===== config.mk =====
export PLATFORM = sky130hd
export DESIGN_NAME = stack_ctrl_flat
export DESIGN_NICKNAME = d
export VERILOG_FILES = /design/src/rtl/stack_pkg.sv /design/src/rtl/stack_if.sv /design/src/rtl/stack_row_dec.sv /design/src/rtl/stack_ctrl.sv /design/src/flat_wrapper.sv
export SDC_FILE = /design/constraint.sdc
export NUM_CORES = 1
export LEC_CHECK = 0
export BUFFER_PORTS_ARGS = -buffer_cell sky130_fd_sc_hd__buf_2
export CELL_PAD_IN_SITES_DETAIL_PLACEMENT = 1
export CELL_PAD_IN_SITES_GLOBAL_PLACEMENT = 2
export CORE_MARGIN = 4
export CORE_UTILIZATION = 24
export CTS_CLUSTER_DIAMETER = 120
export DETAILED_ROUTE_END_ITERATION = 12
export PLACE_DENSITY = 0.82
export SLEW_MARGIN = 20
export SYNTH_ARGS = -nofsm -noshare
export SYNTH_HDL_FRONTEND = slang
export SYNTH_SLANG_ARGS = --single-unit

===== constraint.sdc =====
create_clock -name clk -period 4.1 [get_ports clk]
set_input_delay 0.82 -clock clk [delete_from_list [all_inputs] [get_ports clk]]
set_output_delay 0.82 -clock clk [all_outputs]
set_load 0.02 [all_outputs]

===== src/rtl/stack_pkg.sv =====
// Shared sizing constants and write-sequencer state type for the LIFO controller.
package stack_pkg;

  localparam int DEPTH = 32;
  localparam int WIDTH = 8;
  localparam int PTR_W = 6;
  localparam int IDX_W = $clog2(DEPTH);

  localparam logic [PTR_W-1:0] FULL_COUNT = PTR_W'(DEPTH);

  typedef enum logic [1:0] {
    IDLE,
    WR_SETUP,
    WR_PULSE,
    WR_HOLD
  } wr_state_e;

endpackage


===== src/rtl/stack_if.sv =====
// Host request/response signals plus the latch-array write and readback bus.
interface stack_if;
  import stack_pkg::*;

  logic                   push;
  logic                   pop;
  logic [WIDTH-1:0]       din;
  logic                   ready;
  logic [WIDTH-1:0]       dout;
  logic                   dout_valid;
  logic                   full;
  logic                   empty;
  logic                   ovf_err;
  logic                   unf_err;
  logic [DEPTH-1:0]       lat_en;
  logic [WIDTH-1:0]       lat_d;
  logic                   arr_clr_n;
  logic [DEPTH*WIDTH-1:0] rd_bus;

  modport master (
    output push, pop, din, rd_bus,
    input  ready, dout, dout_valid, full, empty, ovf_err, unf_err,
           lat_en, lat_d, arr_clr_n
  );

  modport slave (
    input  push, pop, din, rd_bus,
    output ready, dout, dout_valid, full, empty, ovf_err, unf_err,
           lat_en, lat_d, arr_clr_n
  );

endinterface


===== src/rtl/stack_row_dec.sv =====
// Row-pointer to one-hot latch enable decoder, all zeros when disabled.
module stack_row_dec
  import stack_pkg::*;
#(
  parameter int ROW_W = PTR_W,
  parameter int ROWS  = DEPTH
) (
  input  logic [ROW_W-1:0] row,
  input  logic             en,
  output logic [ROWS-1:0]  onehot
);

  always_comb begin
    onehot = '0;
    for (int r = 0; r < ROWS; r++) begin
      onehot[r] = en && (row == ROW_W'(r));
    end
  end

endmodule


===== src/rtl/stack_ctrl.sv =====
// Push/pop controller for the latch-based LIFO: pointer, status flags and
// setup/pulse/hold write sequencing toward the storage array.
module stack_ctrl
  import stack_pkg::*;
(
  input  logic   clk,
  input  logic   rst,
  stack_if.slave bus
);

  wr_state_e        state, state_next;
  logic [PTR_W-1:0] count, count_next, count_m1;
  logic [PTR_W-1:0] wr_row, wr_row_next;
  logic [IDX_W-1:0] top_idx;
  logic [WIDTH-1:0] rows [DEPTH];
  logic [WIDTH-1:0] top_data, read_data;
  logic [DEPTH-1:0] lat_en_next;
  logic             rst_q, ready, pulse_next;
  logic             start_write, do_read, set_ovf, set_unf;
  logic             full_q, empty_q, ovf_q, unf_q, dv_q;
  logic [WIDTH-1:0] dout_q, lat_d_q;
  logic [DEPTH-1:0] lat_en_q;

  assign ready    = (state == IDLE) && !rst_q;
  assign count_m1 = count - 1'b1;
  assign top_idx  = count_m1[IDX_W-1:0];

  always_comb begin
    for (int r = 0; r < DEPTH; r++) begin
      rows[r] = bus.rd_bus[r*WIDTH +: WIDTH];
    end
  end

  assign top_data = rows[top_idx];

  always_ff @(posedge clk) begin
    if (rst) state <= IDLE;
    else     state <= state_next;
  end

  // A simultaneous push/pop on a non-empty stack swaps the top row in place.
  always_comb begin
    state_next  = state;
    count_next  = count;
    wr_row_next = wr_row;
    read_data   = top_data;
    start_write = 1'b0;
    do_read     = 1'b0;
    set_ovf     = 1'b0;
    set_unf     = 1'b0;
    case (state)
      IDLE: begin
        if (ready) begin
          if (bus.push && bus.pop) begin
            do_read = 1'b1;
            if (empty_q) begin
              read_data = bus.din;
            end else begin
              start_write = 1'b1;
              wr_row_next = count_m1;
            end
          end else if (bus.push) begin
            if (full_q) begin
              set_ovf = 1'b1;
            end else begin
              start_write = 1'b1;
              wr_row_next = count;
              count_next  = count + 1'b1;
            end
          end else if (bus.pop) begin
            if (empty_q) begin
              set_unf = 1'b1;
            end else begin
              do_read    = 1'b1;
              count_next = count_m1;
            end
          end
        end
        if (start_write) state_next = WR_SETUP;
      end
      WR_SETUP: state_next = WR_PULSE;
      WR_PULSE: state_next = WR_HOLD;
      WR_HOLD:  state_next = IDLE;
      default:  state_next = IDLE;
    endcase
  end

  // Enables are registered so the latch cells never see decoder glitches.
  assign pulse_next = (state_next == WR_PULSE);

  stack_row_dec u_row_dec (
    .row    (wr_row),
    .en     (pulse_next),
    .onehot (lat_en_next)
  );

  always_ff @(posedge clk) begin
    if (rst) begin
      rst_q    <= 1'b1;
      count    <= '0;
      wr_row   <= '0;
      full_q   <= 1'b0;
      empty_q  <= 1'b1;
      ovf_q    <= 1'b0;
      unf_q    <= 1'b0;
      dv_q     <= 1'b0;
      dout_q   <= '0;
      lat_d_q  <= '0;
      lat_en_q <= '0;
    end else begin
      rst_q    <= 1'b0;
      count    <= count_next;
      wr_row   <= wr_row_next;
      full_q   <= (count_next == FULL_COUNT);
      empty_q  <= (count_next == '0);
      dv_q     <= do_read;
      lat_en_q <= lat_en_next;
      if (set_ovf)     ovf_q   <= 1'b1;
      if (set_unf)     unf_q   <= 1'b1;
      if (do_read)     dout_q  <= read_data;
      if (start_write) lat_d_q <= bus.din;
    end
  end

  assign bus.ready      = ready;
  assign bus.dout       = dout_q;
  assign bus.dout_valid = dv_q;
  assign bus.full       = full_q;
  assign bus.empty      = empty_q;
  assign bus.ovf_err    = ovf_q;
  assign bus.unf_err    = unf_q;
  assign bus.lat_en     = lat_en_q;
  assign bus.lat_d      = lat_d_q;
  assign bus.arr_clr_n  = !rst_q;

endmodule


===== src/flat_wrapper.sv =====
// flat-port wrapper written by rule: the top's interface ports become plain ports
module stack_ctrl_flat import stack_pkg::*;
  (clk, rst, bus_push, bus_pop, bus_din, bus_rd_bus, bus_ready, bus_dout, bus_dout_valid, bus_full, bus_empty, bus_ovf_err, bus_unf_err, bus_lat_en, bus_lat_d, bus_arr_clr_n);
  stack_if bus_i ();
  input  logic clk;
  input  logic rst;
  input wire logic [$bits(bus_i.push)-1:0] bus_push;
  input wire logic [$bits(bus_i.pop)-1:0] bus_pop;
  input wire logic [$bits(bus_i.din)-1:0] bus_din;
  input wire logic [$bits(bus_i.rd_bus)-1:0] bus_rd_bus;
  output wire logic [$bits(bus_i.ready)-1:0] bus_ready;
  output wire logic [$bits(bus_i.dout)-1:0] bus_dout;
  output wire logic [$bits(bus_i.dout_valid)-1:0] bus_dout_valid;
  output wire logic [$bits(bus_i.full)-1:0] bus_full;
  output wire logic [$bits(bus_i.empty)-1:0] bus_empty;
  output wire logic [$bits(bus_i.ovf_err)-1:0] bus_ovf_err;
  output wire logic [$bits(bus_i.unf_err)-1:0] bus_unf_err;
  output wire logic [$bits(bus_i.lat_en)-1:0] bus_lat_en;
  output wire logic [$bits(bus_i.lat_d)-1:0] bus_lat_d;
  output wire logic [$bits(bus_i.arr_clr_n)-1:0] bus_arr_clr_n;
  assign bus_i.push = bus_push;
  assign bus_i.pop = bus_pop;
  assign bus_i.din = bus_din;
  assign bus_i.rd_bus = bus_rd_bus;
  assign bus_ready = bus_i.ready;
  assign bus_dout = bus_i.dout;
  assign bus_dout_valid = bus_i.dout_valid;
  assign bus_full = bus_i.full;
  assign bus_empty = bus_i.empty;
  assign bus_ovf_err = bus_i.ovf_err;
  assign bus_unf_err = bus_i.unf_err;
  assign bus_lat_en = bus_i.lat_en;
  assign bus_lat_d = bus_i.lat_d;
  assign bus_arr_clr_n = bus_i.arr_clr_n;
  stack_ctrl u_core (.clk(clk), .rst(rst), .bus(bus_i));
endmodule

==> results of run 1 <==
per-stage QoR:
stage | instance area, µm² | hold slack, ps | utilization | power [mW] | instances
detailed placement | 6740 | 458 | 0.332 | 2.45 | 1020
global route | 7030 | 515 | 0.346 | 3.35 | 1038
global placement | 6740 | 446 | 0.332 | 2.43 | 1020
CTS | 7020 | 471 | 0.346 | 3.19 | 1034
finish | 7030 | 465 | 0.346 | 3.16 | 1039
floorplan | 4950 | 486 | - | 1.96 | 460
cell type report:
cell class / count / share of cell area
Tap cell: 270 / 0.0481
Clock buffer: 11 / 0.0331
Clock inverter: 3 / 0.00570
Multi-Input combinational cell: 341 / 0.473
Sequential cell: 68 / 0.194
Antenna cell: 5 / 0.00178
Inverter: 12 / 0.00641
Timing Repair Buffer: 329 / 0.239
power by group:
part           internal (mW)  switching, mW  leakage [nW]
combinational          0.774          0.862          2.46
clock                  0.462          0.272         0.135
sequential             0.723         0.0703         0.552
registers in the layout (all words and copies together), names as in the netlist, 2 cells and up:
register and cells:
u_core.wr_row 6, u_core.bus.lat_d 8, u_core.bus.lat_en 32, u_core.state 2, u_core.count 6, u_core.bus.dout 8
cell usage in the layout, fill, tap and decap left out, types with 3 or more instances in the layout:
cell / instances
nand2_1: 31
buf_4: 6
diode_2: 5
nand3_1: 7
a21oi_1: 4
a221o_1: 7
or3_1: 4
buf_2: 322
ha_1: 4
xnor2_1: 9
dfxtp_1: 67
o31ai_1: 3
nor3_1: 5
and2_1: 8
o21ai_0: 4
a31oi_1: 3
inv_1: 12
a32oi_1: 7
nor2_1: 78
nor2b_1: 5
clkbuf_16: 9
mux4_2: 51
mux4_1: 11
mux2i_1: 33
a2111oi_0: 12
nand2b_1: 5
a211oi_1: 6
worst min-delay path, stage by stage, from the launching register on:
cell     delay (ps)
dfxtp_1         320
a31oi_1          40
nor2_1           60
cell families (layout without fill, tap and decap cells):
group	count (synthesis)	after routing
AO/OA/AOI/OAI	65	65
XOR/XNOR	13	13
adder cells (fa/ha/maj)	5	5
buffers and inverters	51	355
flip-flops	68	68
multiplexers	96	96
other	0	5
AND/OR/NAND/NOR	162	162
layer usage:
layer,global-route usage,routed length (µm),vias up
met2,0.318,12000,260
li1,-,-,2385
met5,0,108,-
met3,0.0732,2480,42
met4,0.0642,430,14
met1,0.263,9910,2504
final timing paths:
check             depth (start not counted)                               to  slack [ps]
setup / recovery                          7  u_core.bus.dout[4]$_SDFFE_PP0P_         970
hold / removal                            2  u_core.bus.unf_err$_SDFFE_PP0P_         460
setup reg to reg                          7  u_core.bus.dout[4]$_SDFFE_PP0P_         970
hold reg to reg                           2  u_core.bus.unf_err$_SDFFE_PP0P_         460
==> metrics.md, run 1 <==
| Metric | Value |
|---|---|
| TritonCTS sink count | `68` |
| RSZ-0062 raised after global routing | `false` |
| Core Footprint | `20,300 µm²` |
| Final hold violation count | `0` |
| # IOs | `323` |
| Crit path from | `u_core.count[1]$_SDFF_PP0_` |
| Post-Synth Simple-Gate Area | `0.155` |
| GRT Resource Usage Total | `0.203` |
| Req. time, crit path | `4320 ps` |
| Syn Inst Count | `460` |
| CP most frequent cell | `a2111oi_0` |
| Worst setup path category | `flop to flop` |
| Gpl congestion | `0.836` |
| Setup WS pre-CTS | `987 ps` |
| FP Rows | `52` |
| DIE WIDTH | `152 µm` |
| Slowest CP cell | `ha_4` |
| Synthesized area | `4950 µm²` |
| Crit-path cells | `inv_1 -> ha_4 -> mux4_2 -> and2_1 -> a2111oi_0 -> a2111oi_0 -> a221o_1` |
| Largest net degree at the start of global routing | `52` |
| Initial antenna violation count | `18` |
| Fmax | `0.319 GHz` |
| Via/cell ratio | `5.01` |
| Fin crit share | `0.764` |
| Worst Min Path Start | `u_core.bus.unf_err$_SDFFE_PP0P_` |
| Final Skew | `7.49 ps` |
| Reg area | `1360 µm²` |
| CTS Hold Bufs | `0` |
| Post-CTS sizing | `0` |
| Wire per inst | `24.0 µm` |
| Minimum clock period | `3130 ps` |
| Fraction of layout cells with a size suffix above 1 | `0.535` |
| DRC | `0` |
| Max-cap violations | `0` |
| Net Count, Synth | `733` |
| Fillers | `2,431` |
| CP Max Fanout | `44` |
| Synth warn | `0` |
| Clk_lat worst skew | `330 ps` |
| Area Growth Syn to Fin | `41.9%` |
| Vias in the first global route | `5,401` |
| PwrDens | `450 nW/µm²` |
| Pins over their slew limit | `0` |
| Slew @ Worst Pin | `960 ps` |
| Adder and majority cell fraction of the synthesized area | `0.0126` |
| Worst setup EP type | `flop` |
| Total CTS buffers | `9` |
| Post-synth top cells | `nor2_1, dfxtp_1, mux4_2, mux2i_1, nand2_1` |
| Top-area cell type share of the netlist area | `0.275` |
| DRT Pass-1 Iters | `7` |
| Leakage | `3.15 nW` |
| DIE AREA | `23,000 µm²` |
| Final worst slack | `967 ps` |
| Initial Utilization | `0.244` |
| Clock Pin Slew Worst Setup and Hold Paths | `60 ps` |
| Library cells used by synthesis | `61` |
| Largest family of logic cells by synthesized area | `multiplexers` |
| First-pass GRT wire length | `34.3 mm` |
| Crit start category | `flop` |
| H-tree depth | `3` |
| Setup bufs post-CTS | `0` |
| Routed Antenna Nets | `0` |
| Top cells by area, synth | `dfxtp_1, mux4_2, mux2i_1, nor2_1, mux4_1` |
| Max clock buf depth | `2` |
| Peak supply drop | `0.247 mV` |
| Layout Nets | `1,034` |
| TritonCTS clock tree | `yes` |
| Most common cell in the synthesized netlist | `nor2_1` |
| Crit path DAT | `3350 ps` |
| Critical R2R Launch | `u_core.count[1]$_SDFF_PP0_` |
| Final Setup Violations | `0` |
| Mux contribution to synthesized area | `0.359` |
| Die H | `152 µm` |
| Via Count | `5,205` |
| Final TNS setup | `0 ps` |
| Hold/Removal Path Class | `flop to flop` |
| Cell family with most CP delay | `compound AO/OA/AOI/OAI gates` |
| Multi-input combinational cell area | `3320 µm²` |
| Avg Cell Area, Syn | `10.8 µm²` |
| Relative slew slack | `0.356` |
| Status | `complete, no violations` |
| CP Buf/Inv Count | `1` |
| Async S/R FF share, synth | `0` |
| CP peak stage delay | `680 ps` |
| Detailed router's first-iteration violation count | `304` |
| Yosys top cell by area | `dfxtp_1` |
| Number of synthesized flops with an enable pin | `0` |
| IO Port Bufs | `322` |
| Synth Flop Type | `dfxtp_1` |
| Sequential area share after synthesis | `0.275` |
| WL final | `24.9 mm` |
| Post-detail-place hpwl | `21.0 mm` |
| Compound-Gate Fraction of Synth Area | `0.113` |
| Root buffer cell | `clkbuf_16` |
| Synth Register Bits | `68` |
| Post-synthesis xor/xnor area fraction | `0.0245` |
| GRT overflow | `0` |
Note: power is estimated with default switching activity, not from simulation.
==> run 2, diff against run 1 <==
--- a/config.mk
+++ b/config.mk
@@ -5,14 +5,15 @@
 export SDC_FILE = /design/constraint.sdc
 export NUM_CORES = 1
 export LEC_CHECK = 0
+export ABC_AREA = 1
 export BUFFER_PORTS_ARGS = -buffer_cell sky130_fd_sc_hd__buf_2
 export CELL_PAD_IN_SITES_DETAIL_PLACEMENT = 1
 export CELL_PAD_IN_SITES_GLOBAL_PLACEMENT = 2
 export CORE_MARGIN = 4
-export CORE_UTILIZATION = 24
+export CORE_UTILIZATION = 18
 export CTS_CLUSTER_DIAMETER = 120
 export DETAILED_ROUTE_END_ITERATION = 12
-export PLACE_DENSITY = 0.82
+export PLACE_DENSITY = 0.78
 export SLEW_MARGIN = 20
 export SYNTH_ARGS = -nofsm -noshare
 export SYNTH_HDL_FRONTEND = slang
==> constraint.sdc (replaced) <==
create_clock -name clk -period 2.5 [get_ports clk]
set_input_delay 0.5 -clock clk [delete_from_list [all_inputs] [get_ports clk]]
set_output_delay 0.5 -clock clk [all_outputs]
set_load 0.02 [all_outputs]
==> metrics.md, run 2 <==
| Metric | Value |
|---|---|
| CP peak stage delay | `460 ps` |
| Total design power | `6.99 mW` |
| FF-to-FF setup slack | `360 ps` |
| Final TNS setup | `0 ps` |
| Critical R2R Launch | `u_core.count[1]$_SDFF_PP0_` |
| Setup bufs post-CTS | `0` |
| FP Rows | `65` |
| Total CTS buffers | `9` |
| Post-detail-place hpwl | `24.2 mm` |
| Detailed router's first-iteration violation count | `311` |
| Post-synth top cells | `nand2_1, nand3_1, inv_1, nor2_1, dfxtp_1` |
| Reg2Reg Depth | `13` |
| TritonCTS sink count | `68` |
| Fraction of layout cells with a size suffix above 1 | `0.270` |
| Top-area cell type share of the netlist area | `0.294` |
| Leakage | `4.76 nW` |
| Synth warn | `0` |
| Status | `complete, no violations` |
| Most frequent cells in the layout | `nand2_1, buf_2, nand3_1` |
| Sequential area share after synthesis | `0.237` |
| IO Port Bufs | `322` |
| Vias in the first global route | `8,239` |
| Slew @ Worst Pin | `740 ps` |
| Fin crit share | `0.856` |
| Library cells used by synthesis | `34` |
| Final Skew | `6.31 ps` |
| Minimum clock period | `2140 ps` |
| FF-to-FF End | `u_core.bus.dout[2]$_SDFFE_PP0P_` |
| TritonCTS clock tree | `yes` |
| Post-CTS sizing | `0` |
| Synth Register Bits | `68` |
| Die H | `187 µm` |
| Core Footprint | `31,600 µm²` |
| Pins over their slew limit | `0` |
| Layout Nets | `1,646` |
| DIE WIDTH | `187 µm` |
| Fmax | `0.468 GHz` |
| Area Growth Syn to Fin | `41.1%` |
| Most common cell in the synthesized netlist | `nand2_1` |
| DRC | `0` |
| Synth Flop Type | `dfxtp_1` |
| RSZ-0062 raised after global routing | `false` |
| Gpl congestion | `0.828` |
| PwrDens | `861 nW/µm²` |
| Worst setup path category | `flop to flop` |
| WL final | `30.2 mm` |
| Via Count | `7,656` |
| Syn Inst Count | `1,086` |
| Initial antenna violation count | `11` |
| CP Max Fanout | `53` |
| Max-cap violations | `0` |
| Hold/Removal Path Class | `input port to flop` |
| Yosys top cell by area | `nand2_1` |
| Number of flip-flops in the largest register | `32` |
| Clock Pin Slew Worst Setup and Hold Paths | `60 ps` |
| H-tree depth | `3` |
| Worst setup path end | `u_core.bus.dout[2]$_SDFFE_PP0P_` |
| First-pass GRT wire length | `46.2 mm` |
| Worst setup EP type | `flop` |
| Crit path from | `u_core.count[1]$_SDFF_PP0_` |
| Commonest non-fill, non-tap cell in the layout | `nand2_1` |
| Final Setup Violations | `0` |
| Top cells by area, synth | `nand2_1, dfxtp_1, nand3_1, inv_1, nor2_1` |
| Largest net degree at the start of global routing | `135` |
| Worst Min Path Start | `bus_din[1]` |
| DRT Pass-1 Iters | `5` |
| Hold Slack | `427 ps` |
| Number of synthesized flops with an enable pin | `0` |
| Crit start category | `flop` |
| Max clock buf depth | `2` |
| Root buffer cell | `clkbuf_16` |
| Crit-path cells | `inv_1 -> ha_2 -> inv_2 -> buf_12 -> nor2_1 -> o21ai_0 -> nand3_1 -> nand3_1 -> nand2_1 -> nand2_1 -> nand3_1 -> nand2_1 -> a21oi_1` |
| Initial Utilization | `0.182` |
| Avg Cell Area, Syn | `5.29 µm²` |
| GRT Resource Usage Total | `0.166` |
| Via/cell ratio | `4.28` |
| # IOs | `323` |
| Wire per inst | `16.9 µm` |
| Peak supply drop | `0.482 mV` |
| Synthesized area | `5750 µm²` |
| Slowest CP cell | `dfxtp_1` |
| GRT overflow | `0` |
| Relative slew slack | `0.505` |
| Async S/R FF share, synth | `0` |
| Clk_lat worst skew | `330 ps` |
| Routed Antenna Nets | `0` |
| Final hold violation count | `0` |
| Req. time, crit path | `2710 ps` |
| CTS Hold Bufs | `0` |
| Crit path DAT | `2350 ps` |
| DIE AREA | `34,900 µm²` |
| Net Count, Synth | `1,359` |
[run 2: cell count changes after synthesis, moves of 11 or more]
cell       previous run  this run
a21oi_1               4        28
mux4_1               11         0
mux2i_1              33         0
a2111oi_0            12         0
inv_1                12       164
mux4_2               51         0
nand3_1               7       176
buf_2                10        43
o21ai_0               4        28
nand2_1              31       451
[run 2: cells by family after synthesis]
family | Yosys count | share of synthesized area
DFF | 68 | 0.237
xor gates and xnor gates | 6 | 0.0131
AOI/OAI and AO/OA | 67 | 0.0627
buffers and inverters | 230 | 0.164
and+or+nand+nor | 710 | 0.513
adders and majority gates | 5 | 0.0109
[run 2: area by class of cell]
cell class	count	area [µm²]
Antenna cell	8	20.0
Clock buffer	9	225
Clock inverter	7	82.6
Fill cell	4247	23400
Inverter	170	644
Multi-Input combinational cell	788	3470
Sequential cell	68	1370
Tap cell	402	503
Timing Repair Buffer	336	1800
[run 2: worst min path at each step]
stage,depth (start not counted),end
after floorplan,2,u_core.wr_row[0]$_SDFFE_PP0P_
after CTS,3,u_core.bus.lat_d[1]$_SDFFE_PP0P_
after detailed placement,2,u_core.bus.unf_err$_SDFFE_PP0P_
after global routing,3,u_core.bus.lat_d[6]$_SDFFE_PP0P_
after global placement,2,u_core.bus.unf_err$_SDFFE_PP0P_
final,3,u_core.bus.lat_d[1]$_SDFFE_PP0P_
[run 2: power breakdown]
part	internal [mW]	switching, mW
clock network	0.789	0.532
registers	1.21	0.115
logic	1.43	2.91
[run 2: critical path, delay by kind of cell (launching register included)]
family                   cells  cell delay [ps]
buffers and inverters        3              450
flip-flops                   1              460
AO/OA/AOI/OAI                2              170
AND/OR/NAND/NOR              7              620
adder cells (fa/ha/maj)      1              300
[run 2: per-layer routing]
| metal | vias up | share of wire | global-route usage |
|---|---|---|---|
| met2 | 201 | 0.50 | 0.298 |
| met5 | - | 0.00073 | 0 |
| met4 | 6 | 0.022 | 0.0449 |
| met3 | 44 | 0.042 | 0.0238 |
| li1 | 3898 | - | - |
| met1 | 3507 | 0.43 | 0.206 |
[run 2: stage by stage]
stage	util	cells	cell area, µm²	setup WS, ps
5_1_grt	0.257	1788	8110	145
4_1_cts	0.257	1780	8090	306
6_report	0.257	1788	8110	361
2_1_floorplan	-	1086	5750	371
3_3_place_gp	0.247	1764	7790	337
3_5_place_dp	0.247	1764	7790	314
==> run 3, diff against run 2 <==
--- a/config.mk
+++ b/config.mk
@@ -10,10 +10,10 @@
 export CELL_PAD_IN_SITES_DETAIL_PLACEMENT = 1
 export CELL_PAD_IN_SITES_GLOBAL_PLACEMENT = 2
 export CORE_MARGIN = 4
-export CORE_UTILIZATION = 18
+export CORE_UTILIZATION = 20
 export CTS_CLUSTER_DIAMETER = 120
 export DETAILED_ROUTE_END_ITERATION = 12
-export PLACE_DENSITY = 0.78
+export PLACE_DENSITY = 0.82
 export SLEW_MARGIN = 20
 export SYNTH_ARGS = -nofsm -noshare
 export SYNTH_HDL_FRONTEND = slang
==> constraint.sdc (replaced) <==
create_clock -name clk -period 2 [get_ports clk]
set_input_delay 0.4 -clock clk [delete_from_list [all_inputs] [get_ports clk]]
set_output_delay 0.4 -clock clk [all_outputs]
set_load 0.02 [all_outputs]
==> metrics.md, run 3 (same netlist as run 2, synthesis figures left out) <==
| Metric | Value |
|---|---|
| Status | `complete, no violations` |
| Req. time, crit path | `2220 ps` |
| FP Rows | `61` |
| # IOs | `323` |
| Total design power | `10.2 mW` |
| Number of flip-flops in the largest register | `32` |
| Hold Slack | `331 ps` |
| Crit start category | `flop` |
| Final Skew | `8.87 ps` |
| TritonCTS clock tree | `yes` |
| Crit path DAT | `2210 ps` |
| Die H | `178 µm` |
| Largest net degree at the start of global routing | `83` |
| Clock Pin Slew Worst Setup and Hold Paths | `60 ps` |
| Routed Antenna Nets | `0` |
| Via Count | `7,938` |
| Initial antenna violation count | `4` |
| Most frequent cells in the layout | `nand2_1, buf_2, inv_1` |
| Worst setup EP type | `flop` |
| Pins over their slew limit | `0` |
| DRT Pass-1 Iters | `5` |
| Root buffer cell | `clkbuf_16` |
| Final Setup Violations | `0` |
| Fin crit share | `0.998` |
| Crit path from | `u_core.count[0]$_SDFF_PP0_` |
| Slew @ Worst Pin | `500 ps` |
| Total CTS buffers | `9` |
| FF-to-FF setup slack | `5 ps` |
| TritonCTS sink count | `68` |
| Wire per inst | `17.2 µm` |
| Commonest non-fill, non-tap cell in the layout | `nand2_1` |
| Layout Nets | `1,689` |
| Max clock buf depth | `2` |
| Vias in the first global route | `8,341` |
| Final worst slack | `4.85 ps` |
| CP Max Fanout | `6` |
| Detailed router's first-iteration violation count | `338` |
| DIE WIDTH | `178 µm` |
| Via/cell ratio | `4.40` |
| Core Footprint | `28,100 µm²` |
| DIE AREA | `31,500 µm²` |
| Final design utilization | `0.316` |
| Clk_lat worst skew | `340 ps` |
| GRT overflow | `0` |
| Initial Utilization | `0.205` |
| CTS Hold Bufs | `0` |
| Worst Min Path Start | `bus_din[3]` |
| RSZ-0062 raised after global routing | `true` |
| Peak supply drop | `0.523 mV` |
| DRC | `0` |
| H-tree depth | `3` |
| Critical R2R Launch | `u_core.count[0]$_SDFF_PP0_` |
| IO Port Bufs | `322` |
| Max-cap violations | `0` |
| Leakage | `5.16 nW` |
| Fillers | `3,813` |
| PwrDens | `1150 nW/µm²` |
| Hold/Removal Path Class | `input port to flop` |
| Minimum clock period | `2000 ps` |
| Gpl congestion | `0.826` |
| WL final | `30.9 mm` |
| First-pass GRT wire length | `45.8 mm` |
| Final hold violation count | `0` |
| Post-detail-place hpwl | `25.0 mm` |
| Fraction of layout cells with a size suffix above 1 | `0.329` |
| Fmax | `0.501 GHz` |
| Worst setup path category | `flop to flop` |
| GRT Resource Usage Total | `0.186` |
| Setup WS pre-CTS | `-31.7 ps` |
| Area Growth Syn to Fin | `54.4%` |
| Relative slew slack | `0.666` |
[run 3: report_power, final]
| part | switching [mW] | internal (mW) | total (mW) |
|---|---|---|---|
| logic | 4.20 | 2.68 | 6.89 |
| clock network | 0.685 | 0.986 | 1.67 |
| registers | 0.114 | 1.51 | 1.62 |
[run 3: area by class of cell]
class                           count  area [µm²]  share of cell area
Sequential cell                    68        1370               0.154
Antenna cell                        4        10.0             0.00113
Timing Repair Buffer              379        2330               0.262
Clock buffer                        9         225              0.0254
Multi-Input combinational cell    788        3740               0.422
Tap cell                          378         473              0.0533
Clock inverter                      7        81.3             0.00916
Inverter                          170         646              0.0727
[run 3: what timing repair did]
| action | in CTS | in global routing |
|---|---|---|
| endpoints found under the hold margin | 0 | 0 |
| setup endpoints to repair | 4 | 19 |
| gates cloned | 0 | 5 |
| buffers inserted | 2 | 9 |
| gates resized for setup | 2 | 81 |
| pin swaps | 1 | 19 |
[run 3: critical path: stages (launching register included)]
cell	delay, ps
dfxtp_4	350
inv_4	40
ha_4	150
buf_6	120
xor2_4	380
buf_12	190
buf_12	140
nand3_4	80
nand3_2	70
nand2_1	50
nand2_1	70
nand3_1	90
nand2_1	100
a21oi_2	50
[run 3: per-layer routing]
layer | vias up | wire (µm) | track usage
met3 | 35 | 1550 | 0.0277
met4 | 0 | 617 | 0.0548
met5 | - | 0 | 0
met1 | 3711 | 13500 | 0.234
li1 | 3983 | - | -
met2 | 209 | 15300 | 0.328
[run 3: final timing paths]
path                                      endpoint  depth (start not counted)
setup / recovery   u_core.bus.dout[3]$_SDFFE_PP0P_                         13
hold / removal    u_core.bus.lat_d[3]$_SDFFE_PP0P_                          3
setup reg to reg   u_core.bus.dout[3]$_SDFFE_PP0P_                         13
hold reg to reg    u_core.bus.unf_err$_SDFFE_PP0P_                          2
[run 3: stage by stage]
step | instances | setup TNS, ps | instance area, µm²
final | 1803 | 0 | 8880
after detailed placement | 1767 | -66.7 | 8000
after global routing | 1803 | -594 | 8880
after CTS | 1785 | 0 | 8330
after global placement | 1767 | -75.2 | 8000
after floorplan | 1086 | 0 | 5770
